$ cat config.mk
export PLATFORM = sky130hd
export DESIGN_NAME = sdram_pattern_tester
export DESIGN_NICKNAME = d
export VERILOG_FILES = /design/src/rtl/sdram_tester_pkg.sv /design/src/rtl/sdram_tester_watchdog.sv /design/src/rtl/sdram_pattern_tester.sv
export SDC_FILE = /design/constraint.sdc
export NUM_CORES = 1
export LEC_CHECK = 0
export CAP_MARGIN = 0
export CORE_MARGIN = 4
export CORE_UTILIZATION = 35
export CTS_CLUSTER_DIAMETER = 120
export CTS_CLUSTER_SIZE = 8
export DETAILED_ROUTE_END_ITERATION = 16
export DONT_BUFFER_PORTS = 1
export GPL_TIMING_DRIVEN = 0
export PLACE_DENSITY_LB_ADDON = 0.25
export SLEW_MARGIN = 20
export SYNTH_ARGS = -nofsm -noshare
export SYNTH_HDL_FRONTEND = slang
export SYNTH_SLANG_ARGS = --single-unit
$ cat constraint.sdc
create_clock -name clk -period 5.2 [get_ports clk]
set_input_delay 0.52 -clock clk [delete_from_list [all_inputs] [get_ports clk]]
set_output_delay 0.52 -clock clk [all_outputs]
set_load 0.02 [all_outputs]
$ cat src/rtl/sdram_tester_pkg.sv
// Shared FSM states, pattern-mode codes and the pattern generator for the SDRAM tester.
// The pattern function works at a fixed maximum width; callers truncate to their data width.
package sdram_tester_pkg;

  typedef enum logic [2:0] {
    ST_IDLE,
    ST_WAIT_CTRL,
    ST_WR_REQ,
    ST_WR_WAIT,
    ST_RD_REQ,
    ST_RD_WAIT,
    ST_FINISH
  } state_e;

  localparam logic [1:0] PAT_FIXED   = 2'd0;
  localparam logic [1:0] PAT_INC     = 2'd1;
  localparam logic [1:0] PAT_WALK    = 2'd2;
  localparam logic [1:0] PAT_INV_INC = 2'd3;

  localparam int PAT_MAX_W = 64;

  function automatic logic [PAT_MAX_W-1:0] pattern_word(
    input logic [PAT_MAX_W-1:0] seed,
    input logic [31:0]          index,
    input logic [1:0]           mode,
    input int unsigned          width
  );
    logic [PAT_MAX_W-1:0] sum;
    sum = seed + PAT_MAX_W'(index);
    case (mode)
      PAT_FIXED: pattern_word = seed;
      PAT_INC:   pattern_word = sum;
      PAT_WALK:  pattern_word = PAT_MAX_W'(1) << (index % width);
      default:   pattern_word = ~sum;
    endcase
  endfunction

endpackage

$ cat src/rtl/sdram_tester_watchdog.sv
// Per-phase cycle counter: expires after TIMEOUT_CYCLES cycles without a clear.
// Holds the expired value until cleared.
module sdram_tester_watchdog #(
  parameter int TIMEOUT_CYCLES = 1024
) (
  input  logic clk_i,
  input  logic rst_i,
  input  logic clear_i,
  output logic expired_o
);

  localparam int CW = $clog2(TIMEOUT_CYCLES + 1);

  logic [CW-1:0] count_q, count_d;

  assign expired_o = (count_q == CW'(TIMEOUT_CYCLES - 1));

  always_comb begin
    count_d = count_q;
    if (clear_i) begin
      count_d = '0;
    end else if (!expired_o) begin
      count_d = count_q + CW'(1);
    end
  end

  always_ff @(posedge clk_i or posedge rst_i) begin
    if (rst_i) begin
      count_q <= '0;
    end else begin
      count_q <= count_d;
    end
  end

endmodule

$ cat src/rtl/sdram_pattern_tester.sv
// Write-then-readback BIST master for the SoC port of sdram_controller.
// Each request is held until busy is sampled high; a watchdog aborts any stuck phase.
module sdram_pattern_tester #(
  parameter int ADDR_WIDTH     = 23,
  parameter int DATA_WIDTH     = 32,
  parameter int COUNT_WIDTH    = 16,
  parameter int TIMEOUT_CYCLES = 1024
) (
  input  logic                    clk,
  input  logic                    reset_port,
  input  logic                    start_port,
  input  logic [ADDR_WIDTH-1:0]   base_addr_port,
  input  logic [COUNT_WIDTH-1:0]  word_count_port,
  input  logic [1:0]              pattern_mode_port,
  input  logic [DATA_WIDTH-1:0]   seed_port,
  output logic                    running_port,
  output logic                    done_port,
  output logic                    pass_port,
  output logic                    timeout_port,
  output logic [COUNT_WIDTH-1:0]  error_count_port,
  output logic [ADDR_WIDTH-1:0]   first_error_addr_port,
  output logic [ADDR_WIDTH-1:0]   soc_side_addr_port,
  output logic [DATA_WIDTH-1:0]   soc_side_wr_data_port,
  output logic [DATA_WIDTH/8-1:0] soc_side_wr_mask_port,
  output logic                    soc_side_wr_en_port,
  output logic                    soc_side_rd_en_port,
  input  logic                    soc_side_busy_port,
  input  logic                    soc_side_ready_port,
  input  logic [DATA_WIDTH-1:0]   soc_side_rd_data_port
);
  import sdram_tester_pkg::*;

  state_e                 state_q, state_d;
  logic [COUNT_WIDTH-1:0] index_q, index_d, n_q, n_d, err_q, err_d;
  logic [ADDR_WIDTH-1:0]  base_q, base_d, first_q, first_d;
  logic [DATA_WIDTH-1:0]  seed_q, seed_d;
  logic [1:0]             mode_q, mode_d;
  logic timeout_q, timeout_d, pass_q, pass_d, done_q, done_d, running_q, running_d;
  logic wr_en_q, wr_en_d, rd_en_q, rd_en_d, got_q, got_d;

  logic [DATA_WIDTH-1:0]  expected;
  logic [ADDR_WIDTH-1:0]  cur_addr;
  logic [COUNT_WIDTH-1:0] idx_inc;
  logic in_xfer, rd_phase, rd_sample, rd_miss, wd_clear, wd_expired;

  assign expected = DATA_WIDTH'(pattern_word(PAT_MAX_W'(seed_q), 32'(index_q), mode_q, DATA_WIDTH));
  assign cur_addr = base_q + ADDR_WIDTH'(index_q);
  assign idx_inc  = index_q + COUNT_WIDTH'(1);
  assign in_xfer  = (state_q == ST_WR_REQ) || (state_q == ST_WR_WAIT) ||
                    (state_q == ST_RD_REQ) || (state_q == ST_RD_WAIT);
  assign rd_phase = (state_q == ST_RD_REQ) || (state_q == ST_RD_WAIT);

  // Only the first ready of a read is compared; a read that ends without any ready is a miss.
  assign rd_sample = rd_phase && soc_side_ready_port && !got_q;
  assign rd_miss   = (rd_sample && (soc_side_rd_data_port != expected)) ||
                     ((state_q == ST_RD_WAIT) && !soc_side_busy_port && !got_q && !soc_side_ready_port);
  assign wd_clear  = !in_xfer || (state_d != state_q);

  sdram_tester_watchdog #(.TIMEOUT_CYCLES(TIMEOUT_CYCLES)) u_watchdog (
    .clk_i     (clk),
    .rst_i     (reset_port),
    .clear_i   (wd_clear),
    .expired_o (wd_expired)
  );

  always_comb begin
    state_d   = state_q;
    index_d   = index_q;
    base_d    = base_q;
    n_d       = n_q;
    mode_d    = mode_q;
    seed_d    = seed_q;
    err_d     = err_q;
    first_d   = first_q;
    timeout_d = timeout_q;
    pass_d    = pass_q;
    running_d = running_q;
    got_d     = got_q;
    done_d    = 1'b0;
    wr_en_d   = 1'b0;
    rd_en_d   = 1'b0;

    case (state_q)
      ST_IDLE: if (start_port) begin
        base_d    = base_addr_port;
        n_d       = word_count_port;
        mode_d    = pattern_mode_port;
        seed_d    = seed_port;
        err_d     = '0;
        first_d   = '0;
        timeout_d = 1'b0;
        pass_d    = 1'b0;
        running_d = 1'b1;
        state_d   = ST_WAIT_CTRL;
      end
      ST_WAIT_CTRL: if (!soc_side_busy_port) begin
        index_d = '0;
        state_d = (n_q == '0) ? ST_FINISH : ST_WR_REQ;
      end
      ST_WR_REQ: if (soc_side_busy_port) state_d = ST_WR_WAIT;
      ST_WR_WAIT: if (!soc_side_busy_port) begin
        if (idx_inc == n_q) begin
          index_d = '0;
          state_d = ST_RD_REQ;
        end else begin
          index_d = idx_inc;
          state_d = ST_WR_REQ;
        end
      end
      ST_RD_REQ: if (soc_side_busy_port) state_d = ST_RD_WAIT;
      ST_RD_WAIT: if (!soc_side_busy_port) begin
        index_d = idx_inc;
        state_d = (idx_inc == n_q) ? ST_FINISH : ST_RD_REQ;
      end
      ST_FINISH: state_d = ST_IDLE;
      default:   state_d = ST_IDLE;
    endcase

    if (in_xfer && wd_expired) begin
      timeout_d = 1'b1;
      state_d   = ST_FINISH;
    end

    if (rd_sample) got_d = 1'b1;
    if ((state_d == ST_RD_REQ) && (state_q != ST_RD_REQ)) got_d = 1'b0;

    if (rd_miss) begin
      if (err_q != '1) err_d = err_q + COUNT_WIDTH'(1);
      if (err_q == '0) first_d = cur_addr;
    end

    if ((state_d == ST_FINISH) && (state_q != ST_FINISH)) begin
      done_d    = 1'b1;
      running_d = 1'b0;
      pass_d    = (err_d == '0) && !timeout_d;
    end

    // Requests are registered from the next state so they drop with the REQ exit.
    wr_en_d = (state_d == ST_WR_REQ);
    rd_en_d = (state_d == ST_RD_REQ);
  end

  always_ff @(posedge clk or posedge reset_port) begin
    if (reset_port) begin
      state_q   <= ST_IDLE;
      index_q   <= '0;
      base_q    <= '0;
      n_q       <= '0;
      mode_q    <= '0;
      seed_q    <= '0;
      err_q     <= '0;
      first_q   <= '0;
      timeout_q <= 1'b0;
      pass_q    <= 1'b0;
      done_q    <= 1'b0;
      running_q <= 1'b0;
      wr_en_q   <= 1'b0;
      rd_en_q   <= 1'b0;
      got_q     <= 1'b0;
    end else begin
      state_q   <= state_d;
      index_q   <= index_d;
      base_q    <= base_d;
      n_q       <= n_d;
      mode_q    <= mode_d;
      seed_q    <= seed_d;
      err_q     <= err_d;
      first_q   <= first_d;
      timeout_q <= timeout_d;
      pass_q    <= pass_d;
      done_q    <= done_d;
      running_q <= running_d;
      wr_en_q   <= wr_en_d;
      rd_en_q   <= rd_en_d;
      got_q     <= got_d;
    end
  end

  assign running_port          = running_q;
  assign done_port             = done_q;
  assign pass_port             = pass_q;
  assign timeout_port          = timeout_q;
  assign error_count_port      = err_q;
  assign first_error_addr_port = first_q;
  assign soc_side_addr_port    = cur_addr;
  assign soc_side_wr_data_port = wr_en_q ? expected : '0;
  assign soc_side_wr_mask_port = {(DATA_WIDTH/8){wr_en_q}};
  assign soc_side_wr_en_port   = wr_en_q;
  assign soc_side_rd_en_port   = rd_en_q;

endmodule

======== Yosys cells after proc, flatten, opt, wreduce, memory -nomap -nowiden ========
Index checks and enable logic that the tools add are counted.
storage, ports and cells
  output and inout bits ................... 104
  register bits ........................... 149
  word-level logic and storage cells ...... 117
  input bits .............................. 110
cells by class
  shift-type cells ........................ 1
  reduce and logical (&&, ||, !) cells .... 33
  bitwise operators ....................... 1
  muxes and demuxes ....................... 40
  add/subtract/negate cells ............... 5
  equal/unequal tests ..................... 21
operators by type and width
  cell                   number
  $mux 16                8
  $pmux 32 s3            1
  $mux 23                4
  $logic_not 16->1       3
  $pmux 16 s3            1
  $add 16x1->16 const B  2
  $add 32x16->32         1
  $mux 32                1
  $ne 32x32->1           1
  $not 32->32            1
  $shl 1x5->32 const A   1
  $mux 3                 9
  $add 23x16->23         1
  $mux 11                2
  $pmux 3 s6             1
  $eq 16x16->1           1
  $ne 16x16->1 const B   1
  $eq 3x3->1 const B     4
  $mux 1                 12
  $add 11x1->11 const B  1
  $eq 11x10->1 const B   1
  $logic_and 1x1->1      10
  $eq 3x2->1 const B     3
  $logic_or 1x1->1       6
  other kinds (15)       25

======== Depth between registers and ports, before layout ========
  word-level depth ........................ 10
  mapped depth ............................ 20
  mapped depth without buffers ............ 18

======== Cells and area by module ========
A second synthesis with hierarchy kept.
unflattened totals
  cells, all modules ...................... 1614
  area total of the unflattened synthesis .. 12699.7 um2
modules (own cells, without submodules)
  module                 cells an instance  instances  sequential area each (um2)  area an instance (um2)
  sdram_pattern_tester   1550               1          3453.3                      12034.0
  sdram_tester_watchdog  64                 1          275.3                       665.6

======== Worst setup path before layout ========
Ideal clock, no wire load.
  path type ............................... reg2reg
  start point ............................. register index_q[0]
  end point ............................... register pass_q (netlist: pass_port)
  buffers on the path ..................... 2
  setup slack ............................. 724 ps
  cell stages (with the launch flop) ...... 21
  arrival ................................. 4410 ps
  library setup time ...................... 66 ps
  required time ........................... 5134 ps
  period minus slack after synthesis ...... 4476 ps
  cell sequence ........................... dfrtp_1 > ha_1 > inv_1 > fa_1 > nand2b_1 > a21boi_0 > o211ai_1 > and4_1 > nor4_2 > nor2_1 > a311o_1 > o2111a_1 > nand4_1 > o21ai_2 > or2_1 > buf_4 > and2_0 > clkbuf_1 > a2111o_1 > nor4_2 > a31o_1
on the way
  word-level cells in the longest chain between the ends .. 10
  elaborated cells on any way between the ends .. 24
  classes of those cells .................. 2 x add/sub; 3 x eq/ne; 1 x shift; 9 x mux; 1 x bitwise; 8 x reduce/logical
RTL lines
  element                                                 RTL line                                                                          source
  from (decl)                                             sdram_pattern_tester.sv:34                                                        logic [COUNT_WIDTH-1:0] index_q, index_d, n_q, n_d, err_q, err_d;
  from (signal assigned)                                  sdram_pattern_tester.sv:162                                                       index_q <= index_d;
  $add 32x16->32 or $add 16x1->16 (tied branches)         sdram_tester_pkg.sv:29, sdram_pattern_tester.sv:48
  $not 32->32 or $eq 16x16->1 (tied branches)             sdram_tester_pkg.sv:34, sdram_pattern_tester.sv:102, sdram_pattern_tester.sv:113
  $pmux 32 s3 (tied with other cells)                     sdram_tester_pkg.sv:30                                                            case (mode)
  $ne 32x32->1 (tied with other cells)                    sdram_pattern_tester.sv:55                                                        assign rd_miss = (rd_sample && (soc_side_rd_data_port != expected)) ||
  $logic_and 1x1->1 or $pmux 3 s6 (tied branches)         sdram_pattern_tester.sv:55, sdram_pattern_tester.sv:83
  $logic_or 1x1->1 or $mux 3 (tied branches)              sdram_pattern_tester.sv:55, sdram_pattern_tester.sv:119
  $mux 16 or $eq 3x3->1 (tied branches)                   sdram_pattern_tester.sv:127, sdram_pattern_tester.sv:132
  $logic_not 16->1 or $logic_and 1x1->1 (tied branches)   sdram_pattern_tester.sv:135, sdram_pattern_tester.sv:132
  $logic_and 1x1->1 or $reduce_bool 2->1 (tied branches)  -
  $mux 1 or $reduce_and 2->1 (tied branches)              -
  to (signal assigned)                                    sdram_pattern_tester.sv:170                                                       pass_q <= pass_d;
  to (decl)                                               sdram_pattern_tester.sv:38                                                        logic timeout_q, timeout_d, pass_q, pass_d, done_q, done_d, running_q, running_d;
Several ways; a longest one is shown, not always the timed one.
A chain may end at the register's enable or synchronous reset.

======== Worst setup path after layout ========
  start point ............................. register index_q[8]
  end point ............................... register pass_q (netlist: pass_port)
on the way
  word-level cells in the longest chain between the ends .. 10
  elaborated cells on any way between the ends .. 23
  classes of those cells .................. 2 x add/sub; 3 x eq/ne; 9 x mux; 1 x bitwise; 8 x reduce/logical
RTL lines
  element              RTL line                     source
  $add 32x16->32 *     sdram_tester_pkg.sv:29       sum = seed + PAT_MAX_W'(index);
  $not 32->32          sdram_tester_pkg.sv:34       default: pattern_word = ~sum;
  $pmux 32 s3 *        sdram_tester_pkg.sv:30
  $ne 32x32->1 *       sdram_pattern_tester.sv:55
  $logic_and 1x1->1 *  sdram_pattern_tester.sv:55
  $logic_or 1x1->1 *   sdram_pattern_tester.sv:55
  $mux 16 *            sdram_pattern_tester.sv:127  if (rd_miss) begin
  net err_d[11]        sdram_pattern_tester.sv:34
  $logic_not 16->1 *   sdram_pattern_tester.sv:135  pass_d = (err_d == '0) && !timeout_d;
  $logic_and 1x1->1 *  sdram_pattern_tester.sv:135
  $mux 1 *             sdram_pattern_tester.sv:132  if ((state_d == ST_FINISH) && (state_q != ST_FINISH)) begin
The timed path passes the listed nets; every way through them passes the cells marked *.

==> results by group <==
Synthesis
  • Post-synthesis async set-or-reset flop share: 100%
  • Synthesized Nets: 1752
  • Synth Cell Area: 12100 um^2
  • Yosys reg bits: 149
  • Sequential fraction of the synthesis area: 30.8%
  • Dominant cells by area after synthesis: dfrtp_1 (31%), nand2_1 (10%), xnor2_1 (5.0%)
  • Ys flop type: dfrtp_1
  • Cell variety after synth: 91
  • Yosys top cell area share: 30.8%
  • Post-synth top cells: nand2_1 (328), dfrtp_1 (149), nor2_1 (123)
  • Most frequent cell after synthesis: nand2_1
  • Cells after Synth: 1597
  • Synth area leader: dfrtp_1
  • Yosys synthesis warning count: 0
  • Syn avg cell area: 7.58 um^2
  • Post-synth EDFFs: 0

CTS
  • Clock buffer depth: 2
  • Clock buffer count from CTS: 17
  • CTS tree: built
  • H-tree depth: 4
  • # hold bufs at CTS: 0
  • Worst-path clk slew: 0.07 ns
  • Root Buffer: clkbuf_16
  • Skew-Pair Late Insertion Delay: 0.43 ns
  • CTS Sinks: 149

Global route
  • All-Layer GR Usage: 24.6%
  • Number of global-route vias before repair: 12000
  • Initial antenna violation count: 2
  • Largest net degree at the start of global routing: 90
  • GRT overflow: 0
  • First-pass GRT wire length: 73.0 mm

Critical path
  • Crit Path Category: flop to flop
  • Max stage delay cell, worst path: dfrtp_1
  • CP max stage delay: 0.50 ns
  • Element type at the critical path end: flop
  • Most frequent CP cell: a21oi_1
  • Crit Path Max Fanout: 10
  • Delay-heaviest family, CP: compound AO/OA/AOI/OAI gates
  • CP Launch Type: flop
  • Critical Path RT: 5.56 ns
  • Buf/Inv on CP: 3
  • Worst-path cell chain: ha_1, a21oi_1, o221a_2, clkbuf_1, o211a_2, nor2_2, a211o_1, a21oi_1, and4b_1, nand4_1, o21ai_4, or2_1, buf_4, buf_4, a21oi_1, a21o_1, a2111oi_1, a31o_1
  • CP arrival: 5.58 ns

Placed design
  • Gpl congestion: 1.02
  • PortBufs: 0
  • DP Worst Slack: -0.580 ns
  • Placed Instance Area: 12700 um^2
  • Dpl hpwl: 37.0 mm

Final layout
  • Layout Utilization: 40.1%
  • P&R area growth vs syn: 12.0%
  • Nets: 1775
  • Share of cells above drive strength 1: 8.76%
  • Design area: 13600 um^2

Timing
  • Final setup viols: 1
  • Minimum clock period: 5.22 ns
  • Slew Limit Fails: 0
  • Final Hold Vio Count: 0
  • Fmax: 0.192 GHz
  • Rel. slew slack: 18.1%
  • Worst-Margin Slew: 1.22 ns
  • RSZ-0062 raised after global routing: yes
  • Fin Clk Skew: 0.0171 ns
  • Final Cycle Share: 100%
  • Final WS setup: -0.0210 ns

Hold path
  • Worst hold-check path type: input port to asynchronous set/reset pin

Pwr
  • Pwr dens: 376 nW/um^2
  • Sw frac: 46.6%
  • Combinational Power Share: 48.8%
  • P_leak: 5.75 nW
  • Overall Power: 5.10 mW
  • Int Pwr: 2.72 mW
  • Reg power frac: 26.9%
  • Maximum vdd drop: 0.000246 V
  • Psw: 2.37 mW
  • Clock share of power: 24.3%

Floorplan
  • CORE AREA: 33900 um^2
  • Std-Cell Rows: 67
  • Die height: 194 um
  • Die area: 37600 um^2
  • I/O pins: 214
  • Die width: 194 um
  • Initial Utilization: 35.8%

Outcome
  • Run status: complete, but fails checks
  • Failing checks: setup timing

Drt
  • Initial DRT Pass Iterations: 5
  • # DRC: 0
  • DRT Wirelength: 47.9 mm
  • Routed Antenna Nets: 0
  • Iteration-0 DRC Markers: 871
  • Per-cell routed wire length: 23.0 um
  • Vias post-DR: 12200
  • Vias per cell: 5.87

Flow run
  • # Max-Cap Violations: 0
layout by cell type, fill, tap and decap left out, types with 35 or more instances in the layout:
cell	netlist	final
inv_1	42	41
and3_1	35	35
clkbuf_1	69	57
xnor2_1	69	69
o21ai_0	114	113
nor3_1	39	38
nand4_1	37	37
a21oi_1	67	65
nand3_1	55	55
ha_1	43	39
xor2_1	40	39
dfrtp_1	149	143
nand2_1	328	327
nor2_1	123	120
state kept, by name (all words and copies together) (netlist names):
register / flops
index_q: 16
base_q: 23
mode_q: 2
done_port: 1
running_port: 1
timeout_port: 1
error_count_port: 16
got_q: 1
soc_side_rd_en_port: 1
pass_port: 1
soc_side_wr_en_port: 1
n_q: 16
first_error_addr_port: 23
u_watchdog.count_q: 11
state_q: 3
seed_q: 32
final cells by class:
type | count | area, um^2
fillers | 3650 | 20300
multi-input cells | 1298 | 7970
flip-flops and latches | 149 | 3740
well taps | 448 | 561
plain buffers | 101 | 474
clock buffers | 21 | 460
inverters | 45 | 176
clock inverters | 11 | 116
repair buffers | 8 | 77.6
diodes | 1 | 2.50
routing by layer:
layer / wire length [um] / vias to the layer above / track usage, %
li1: - / 5728 / -
met1: 19800 / 5875 / 31.8
met2: 22300 / 530 / 40.2
met3: 4030 / 86 / 5.60
met4: 1720 / 2 / 9.66
met5: 13 / - / 0
through the flow:
stage                     setup TNS (ns)  cells  hold WS (ns)
after floorplan                        0   1597         0.450
after global placement           -188.44   2045         0.473
after detailed placement           -7.53   2047         0.478
after CTS                              0   2080        0.0553
after global routing              -0.232   2082        0.0886
final                            -0.0210   2082        0.0401
final timing paths:
path	cells after the start	slack, ns	from	endpoint
worst max-delay path	18	-0.02	index_q[8]	pass_port
worst min-delay path	1	0.04	reset_port	first_error_addr_port[22]
worst max register to register	18	-0.02	index_q[8]	pass_port
worst min register to register	2	0.49	u_watchdog.count_q[10]	u_watchdog.count_q[10]
max in group asynchronous	2	4.39	reset_port	index_q[6]
min in group clk	2	0.19	base_addr_port[4]	base_q[4]
cells by family after synthesis:
kind of cell | synth area share (%)
AND/OR/NAND/NOR | 29.8
AO/OA/AOI/OAI | 20.4
buffers and inverters | 5.26
flip-flops | 30.8
XOR/XNOR | 7.88
adder cells (fa/ha/maj) | 4.77
multiplexers | 1.08
power groups by stage:
stage	Combinational, mW	Clock (mW)	Sequential, mW
floorplan	1.67	0	1.34
global placement	2.33	0	1.39
detailed placement	2.35	0	1.39
CTS	2.39	1.28	1.37
global route	2.66	1.32	1.38
finish	2.49	1.24	1.37
timing repair:
action,4_1_cts,5_1_grt
resized for setup,37,43
pin swaps,4,5
buffers inserted,3,3
endpoints found under the setup margin,32,31
gates cloned,0,0
Power figures use the tool's default switching activity.
